===== config.mk =====
export PLATFORM = sky130hd
export DESIGN_NAME = keypad_scanner
export DESIGN_NICKNAME = d
export VERILOG_FILES = /design/src/rtl/keypad_scanner.sv
export SDC_FILE = /design/constraint.sdc
export NUM_CORES = 1
export LEC_CHECK = 0
export ABC_AREA = 1
export CORE_UTILIZATION = 60
export DETAILED_ROUTE_END_ITERATION = 8
export PLACE_DENSITY = 0.83
export SLEW_MARGIN = 20
export SYNTH_ARGS = -nofsm -noshare
export SYNTH_HDL_FRONTEND = slang
export SYNTH_SLANG_ARGS = --single-unit

===== constraint.sdc =====
create_clock -name clk -period 3.65 [get_ports clk]
set_input_delay 0.9125 -clock clk [delete_from_list [all_inputs] [get_ports clk]]
set_output_delay 0.9125 -clock clk [all_outputs]
set_load 0.01 [all_outputs]

===== src/rtl/keypad_scanner.sv =====
// 4x3 matrix keypad scanner: strobes rows, debounces press/release,
// rejects ghosting and emits a one-hot digit code plus * / # flags.
module keypad_scanner #(
   parameter int SCAN_DIV = 1000,
   parameter int DEBOUNCE = 4
) (
   input  logic       clk,
   input  logic       clear,
   input  logic [2:0] cols,
   output logic [3:0] rows,
   output logic [9:0] keypad,
   output logic       key_star,
   output logic       key_hash,
   output logic       key_valid
);

   localparam int CW = (SCAN_DIV > 1) ? $clog2(SCAN_DIV) : 1;
   localparam int DW = $clog2(DEBOUNCE + 1);
   localparam logic [CW-1:0] DWELL_LAST = CW'(SCAN_DIV - 1);
   localparam logic [DW-1:0] DB_LAST = DW'(DEBOUNCE - 1);

   typedef enum logic [1:0] {
      SCAN  = 2'd0,
      CHECK = 2'd1,
      HELD  = 2'd2
   } state_t;

   state_t        state_q, state_d;
   logic [2:0]    cols_s1_q;
   logic [2:0]    cols_s2_q;
   logic [CW-1:0] cnt_q, cnt_d;
   logic [3:0]    rows_q, rows_d;
   logic [2:0]    col_q, col_d;
   logic [DW-1:0] press_q, press_d;
   logic [DW-1:0] rel_q, rel_d;
   logic [9:0]    keypad_q, keypad_d;
   logic          star_q, star_d;
   logic          hash_q, hash_d;
   logic          valid_q, valid_d;

   logic          sample;
   logic          is_none;
   logic          is_single;
   logic          accept;
   logic [3:0]    rows_adv;
   logic [1:0]    ri;
   logic [1:0]    ci;
   logic [3:0]    idx;
   logic [9:0]    dec_digit;
   logic          dec_star;
   logic          dec_hash;

   assign sample    = (cnt_q == DWELL_LAST);
   assign is_none   = (cols_s2_q == 3'b000);
   assign is_single = (cols_s2_q == 3'b001) ||
                      (cols_s2_q == 3'b010) ||
                      (cols_s2_q == 3'b100);
   assign rows_adv  = {rows_q[2:0], rows_q[3]};

   // Key decode from the current row strobe and synchronized column.
   always_comb begin
      ri = 2'd0;
      case (rows_q)
         4'b0010: ri = 2'd1;
         4'b0100: ri = 2'd2;
         4'b1000: ri = 2'd3;
         default: ri = 2'd0;
      endcase
      ci = 2'd0;
      case (cols_s2_q)
         3'b010:  ci = 2'd1;
         3'b100:  ci = 2'd2;
         default: ci = 2'd0;
      endcase
      idx       = 4'({2'b00, ri} * 4'd3) + {2'b00, ci} + 4'd1;
      dec_digit = '0;
      dec_star  = 1'b0;
      dec_hash  = 1'b0;
      if (ri == 2'd3) begin
         case (ci)
            2'd0:    dec_star = 1'b1;
            2'd1:    dec_digit = 10'd1;
            default: dec_hash = 1'b1;
         endcase
      end else begin
         dec_digit = 10'd1 << idx;
      end
   end

   always_comb begin
      state_d  = state_q;
      cnt_d    = sample ? '0 : cnt_q + CW'(1);
      rows_d   = rows_q;
      col_d    = col_q;
      press_d  = press_q;
      rel_d    = rel_q;
      keypad_d = keypad_q;
      star_d   = star_q;
      hash_d   = hash_q;
      valid_d  = 1'b0;
      accept   = 1'b0;
      case (state_q)
         SCAN: begin
            if (sample) begin
               if (is_single) begin
                  col_d = cols_s2_q;
                  if (DEBOUNCE == 1) begin
                     accept = 1'b1;
                  end else begin
                     state_d = CHECK;
                     press_d = DW'(1);
                  end
               end else begin
                  rows_d = rows_adv;
               end
            end
         end
         CHECK: begin
            if (sample) begin
               if (cols_s2_q == col_q) begin
                  if (press_q == DB_LAST) begin
                     accept = 1'b1;
                  end else begin
                     press_d = press_q + DW'(1);
                  end
               end else begin
                  state_d = SCAN;
                  press_d = '0;
                  rows_d  = rows_adv;
               end
            end
         end
         HELD: begin
            if (sample) begin
               if ((cols_s2_q & col_q) != 3'b000) begin
                  rel_d = '0;
               end else if (is_none) begin
                  if (rel_q == DB_LAST) begin
                     state_d  = SCAN;
                     rel_d    = '0;
                     rows_d   = rows_adv;
                     keypad_d = '0;
                     star_d   = 1'b0;
                     hash_d   = 1'b0;
                  end else begin
                     rel_d = rel_q + DW'(1);
                  end
               end else begin
                  rel_d = '0;
               end
            end
         end
         default: begin
            state_d = SCAN;
         end
      endcase
      // Accepted press: freeze on this row and publish the decoded key.
      if (accept) begin
         state_d  = HELD;
         press_d  = '0;
         rel_d    = '0;
         keypad_d = dec_digit;
         star_d   = dec_star;
         hash_d   = dec_hash;
         valid_d  = 1'b1;
      end
   end

   always_ff @(posedge clk) begin
      if (clear) begin
         state_q   <= SCAN;
         cols_s1_q <= '0;
         cols_s2_q <= '0;
         cnt_q     <= '0;
         rows_q    <= 4'b0001;
         col_q     <= '0;
         press_q   <= '0;
         rel_q     <= '0;
         keypad_q  <= '0;
         star_q    <= 1'b0;
         hash_q    <= 1'b0;
         valid_q   <= 1'b0;
      end else begin
         state_q   <= state_d;
         cols_s1_q <= cols;
         cols_s2_q <= cols_s1_q;
         cnt_q     <= cnt_d;
         rows_q    <= rows_d;
         col_q     <= col_d;
         press_q   <= press_d;
         rel_q     <= rel_d;
         keypad_q  <= keypad_d;
         star_q    <= star_d;
         hash_q    <= hash_d;
         valid_q   <= valid_d;
      end
   end

   assign rows      = rows_q;
   assign keypad    = keypad_q;
   assign key_star  = star_q;
   assign key_hash  = hash_q;
   assign key_valid = valid_q;

endmodule


==> impl_metrics.toml <==
[synthesis]
async_reset_ff_share_pct = 0
synth_top_area_share_pct = 36.9
ys_ff_latch = 44
yosys.area_share.simple_pct = 34.3
synth_common_cells = "nand2_1 (52), inv_1 (50), nor2_1 (47)"
syn_nets = 349
syn_area_sq_um = 2390
synth_edf_count = 0
synth_top_family_by_area = "simple AND/OR/NAND/NOR gates"
ys_seq_area_share_pct = 36.9
synth-adder-area-share_pct = 6.60
synth_top_cells_by_area = "dfxtp_1 (37%), nand2_1 (8.2%), inv_1 (7.9%)"
ys.flop_type = "dfxtp_1"
synth-xor-area-share_pct = 0.733
synth_area_per_cell_sq_um = 7.19
synth_cell_type_count = 35
synth_compound_area_share_pct = 12.0
netlist_instances = 332
synthMuxAreaShare_pct = 0
ys.warnings.count = 0
post-synth-top-count-cell = "nand2_1"
yosysTopAreaCell = "dfxtp_1"

[clocking]
cts_tree = "built"
cts_made_buffers = 5
clk_latency_ns = 0.30
postCtsSetupBuffers = 0
max-clock-path-buffers = 2
ctsHoldBuffers = 0
clock-sinks = 44
root_buffer = "clkbuf_8"
path_clk_slew_ns = 0.08
cts_max_level = 2
cts_resized = 0

[layout]
areaGrowthSynthToFinish_pct = 14.7
instances_no_fill = 407
nNetsFinal = 375
drive_above_1_share_pct = 11.4
fin_util_pct = 73.2
num_antenna_cells = 0

[setup_path]
r2r_setup_slack_ns = 1.14
rr_startpoint = "rows[1]"
start_kind = "flip-flop"
critical-path-slowest-cell = "fa_1"
crit_path_frequent_cell = "nor2_1"
worstRegToRegCells = 12
cp.required_ns = 3.89
path_max_fanout = 5
crit_chain = "nor2_1 > nand2_1 > nand2_1 > ha_1 > inv_1 > fa_1 > xor2_1 > nand4_1 > or2_0 > nor2_1 > nor2_1 > nor2_1"
critPathLaunch = "rows[1]"
max_stage_delay_ns = 0.44
crit_type = "flip-flop to flip-flop"
path_buf_inv = 1
crit_arrival_ns = 2.75
setup.worst_path.end_class = "flip-flop"
cp_top_family = "simple AND/OR/NAND/NOR gates"
r2r-end = "keypad[0]"

[route]
vias = 2125
first_pass_iters = 4
drt-initial-drc-count = 147
wl_mm = 4.66
route.detailed.vias_per_inst = 5.22
ant_nets = 0
wl_met1_mm = 2.22
met3_length_um = 192
remaining_drc_errors = 0
top_layer = "met4"
wl_met2_mm = 2.15
routedWlPerCell_um = 11.5

[power_and_ir_drop]
ir_drop_v = 0.000355
comb_power_share_pct = 17.4
swShare_pct = 28.9
p_sw_w = 0.000291
power.clock.fraction_pct = 31.3
power_density_nw_per_um2 = 368
p_int_w = 0.000717
p_leak_nw = 1.18
p_seq_share_pct = 51.3

[global_route]
grt_max_degree = 16
grt_overflow_total = 0
grt_first_pass_wirelength_mm = 8.47
antenna_found_initial = 0
grt_pass1_vias = 1997
grt_usage_pct = 25.7

[min_path]
worstHoldPathType = "flip-flop to flip-flop"
hold_path_end = "cols_s2_q[0]"
hold_depth = 2
min_from = "cols_s1_q[0]"

[sta]
finalHoldViolations = 0
relSlewSlack_pct = 69.0
fin_skew_ns = 0.00811
fmax_ghz = 0.398
fin_setup_tns_ns = 0
finalSetupViolations = 0
slew_viol_final = 0
fin_crit_ns = 2.51
rsz0062_at_grt = "false"
fin_hold_ws_ns = 0.403
tightest_slew_ns = 0.465
fin_crit_sh_pct = 68.8

[floorplan]
die_x_um = 65.1
start_util_pct = 63.8
core_region_area_sq_um = 3740
rows = 22
die_area_sq_um = 4240
die_h_um = 65.1
io-pin-count = 22

[placed_design]
port_buffers = 21
dp_hpwl_mm = 3.66
routabilityCongestion = 0.816
dp.cells = 399

[status]
outcome = "complete, no violations"

[flow_run]
cap_violations = 0
[layer usage]
metal | global-route usage [%] | vias to the layer above
li1 | - | 1118
met1 | 32.0 | 956
met2 | 43.8 | 41
met3 | 6.08 | 10
met4 | 8.15 | 0
met5 | 0 | -
[layout by cell type, fill, tap and decap left out, drive strengths merged]
master,Yosys,layout
nand2,61,61
nor2,57,57
inv,54,54
dfxtp,44,44
nand3,27,27
a21oi,26,26
clkdlybuf4s50,0,21
o21ai,20,20
ha,11,11
nand4,9,9
nor3,8,8
clkbuf,1,7
xor2,2,2
nand3b,2,2
a31o,1,1
nor3b,1,1
o21bai,1,1
or2,1,1
clkinv,1,1
a211oi,1,1
a31oi,1,1
fa,1,1
clkinvlp,0,1
buf,2,1
[state kept, by name, indices dropped and copies added, names as in the netlist]
name       flops
rel_q          3
rows           4
key_valid      1
cnt_q         10
state_q        2
keypad        10
cols_s1_q      3
press_q        3
key_star       1
cols_s2_q      3
key_hash       1
col_q          3
[tightest hold or removal path, stage by stage, from the launching register on]
cell and delay [ns]:
dfxtp_1 0.30, inv_1 0.04, nor2_1 0.03
[per-stage QoR]
| step | power, W | setup slack, ns | area [sq um] |
|---|---|---|---|
| 6_report | 0.00101 | 1.14 | 2740 |
| 5_1_grt | 0.00106 | 0.810 | 2740 |
| 4_1_cts | 0.00102 | 1.15 | 2740 |
| 3_5_place_dp | 0.000704 | 1.17 | 2650 |
| 3_3_place_gp | 0.000698 | 1.24 | 2650 |
| 2_1_floorplan | 0.000653 | 1.33 | 2390 |
[layout make-up]
| class | count | area, sq um |
|---|---|---|
| clock buffer | 7 | 86.3 |
| clock inverter | 1 | 7.51 |
| fill | 320 | 1000 |
| inverter | 55 | 206 |
| multi-input combinational | 230 | 1280 |
| sequential | 44 | 881 |
| tap | 48 | 60.1 |
| timing repair buffer | 22 | 218 |
[cells by family (layout without fill, tap and decap cells)]
group                    after synthesis  after routing
XOR/XNOR                               2              2
buffers and inverters                 58             85
adder cells (fa/ha/maj)               12             12
AND/OR/NAND/NOR                      166            166
flip-flops                            44             44
AO/OA/AOI/OAI                         50             50
[how the worst max path moves through the flow]
stage | end | slack, ns | cells after the start
final | keypad[0] | 1.14 | 12
after global routing | keypad[0] | 0.81 | 12
after CTS | keypad[0] | 1.15 | 12
after detailed placement | keypad[0] | 1.17 | 12
after global placement | cnt_q[9] | 1.24 | 5
after floorplan | keypad[0] | 1.33 | 12
[power groups by stage]
stage,combinational [W],clock (W),sequential [W]
3_3_place_gp,0.000171,0,0.000528
5_1_grt,0.000199,0.000342,0.000520
2_1_floorplan,0.000124,0,0.000529
3_5_place_dp,0.000175,0,0.000528
6_report,0.000175,0.000315,0.000517
4_1_cts,0.000176,0.000327,0.000517
No activity file was read; power rests on OpenSTA's default activity.
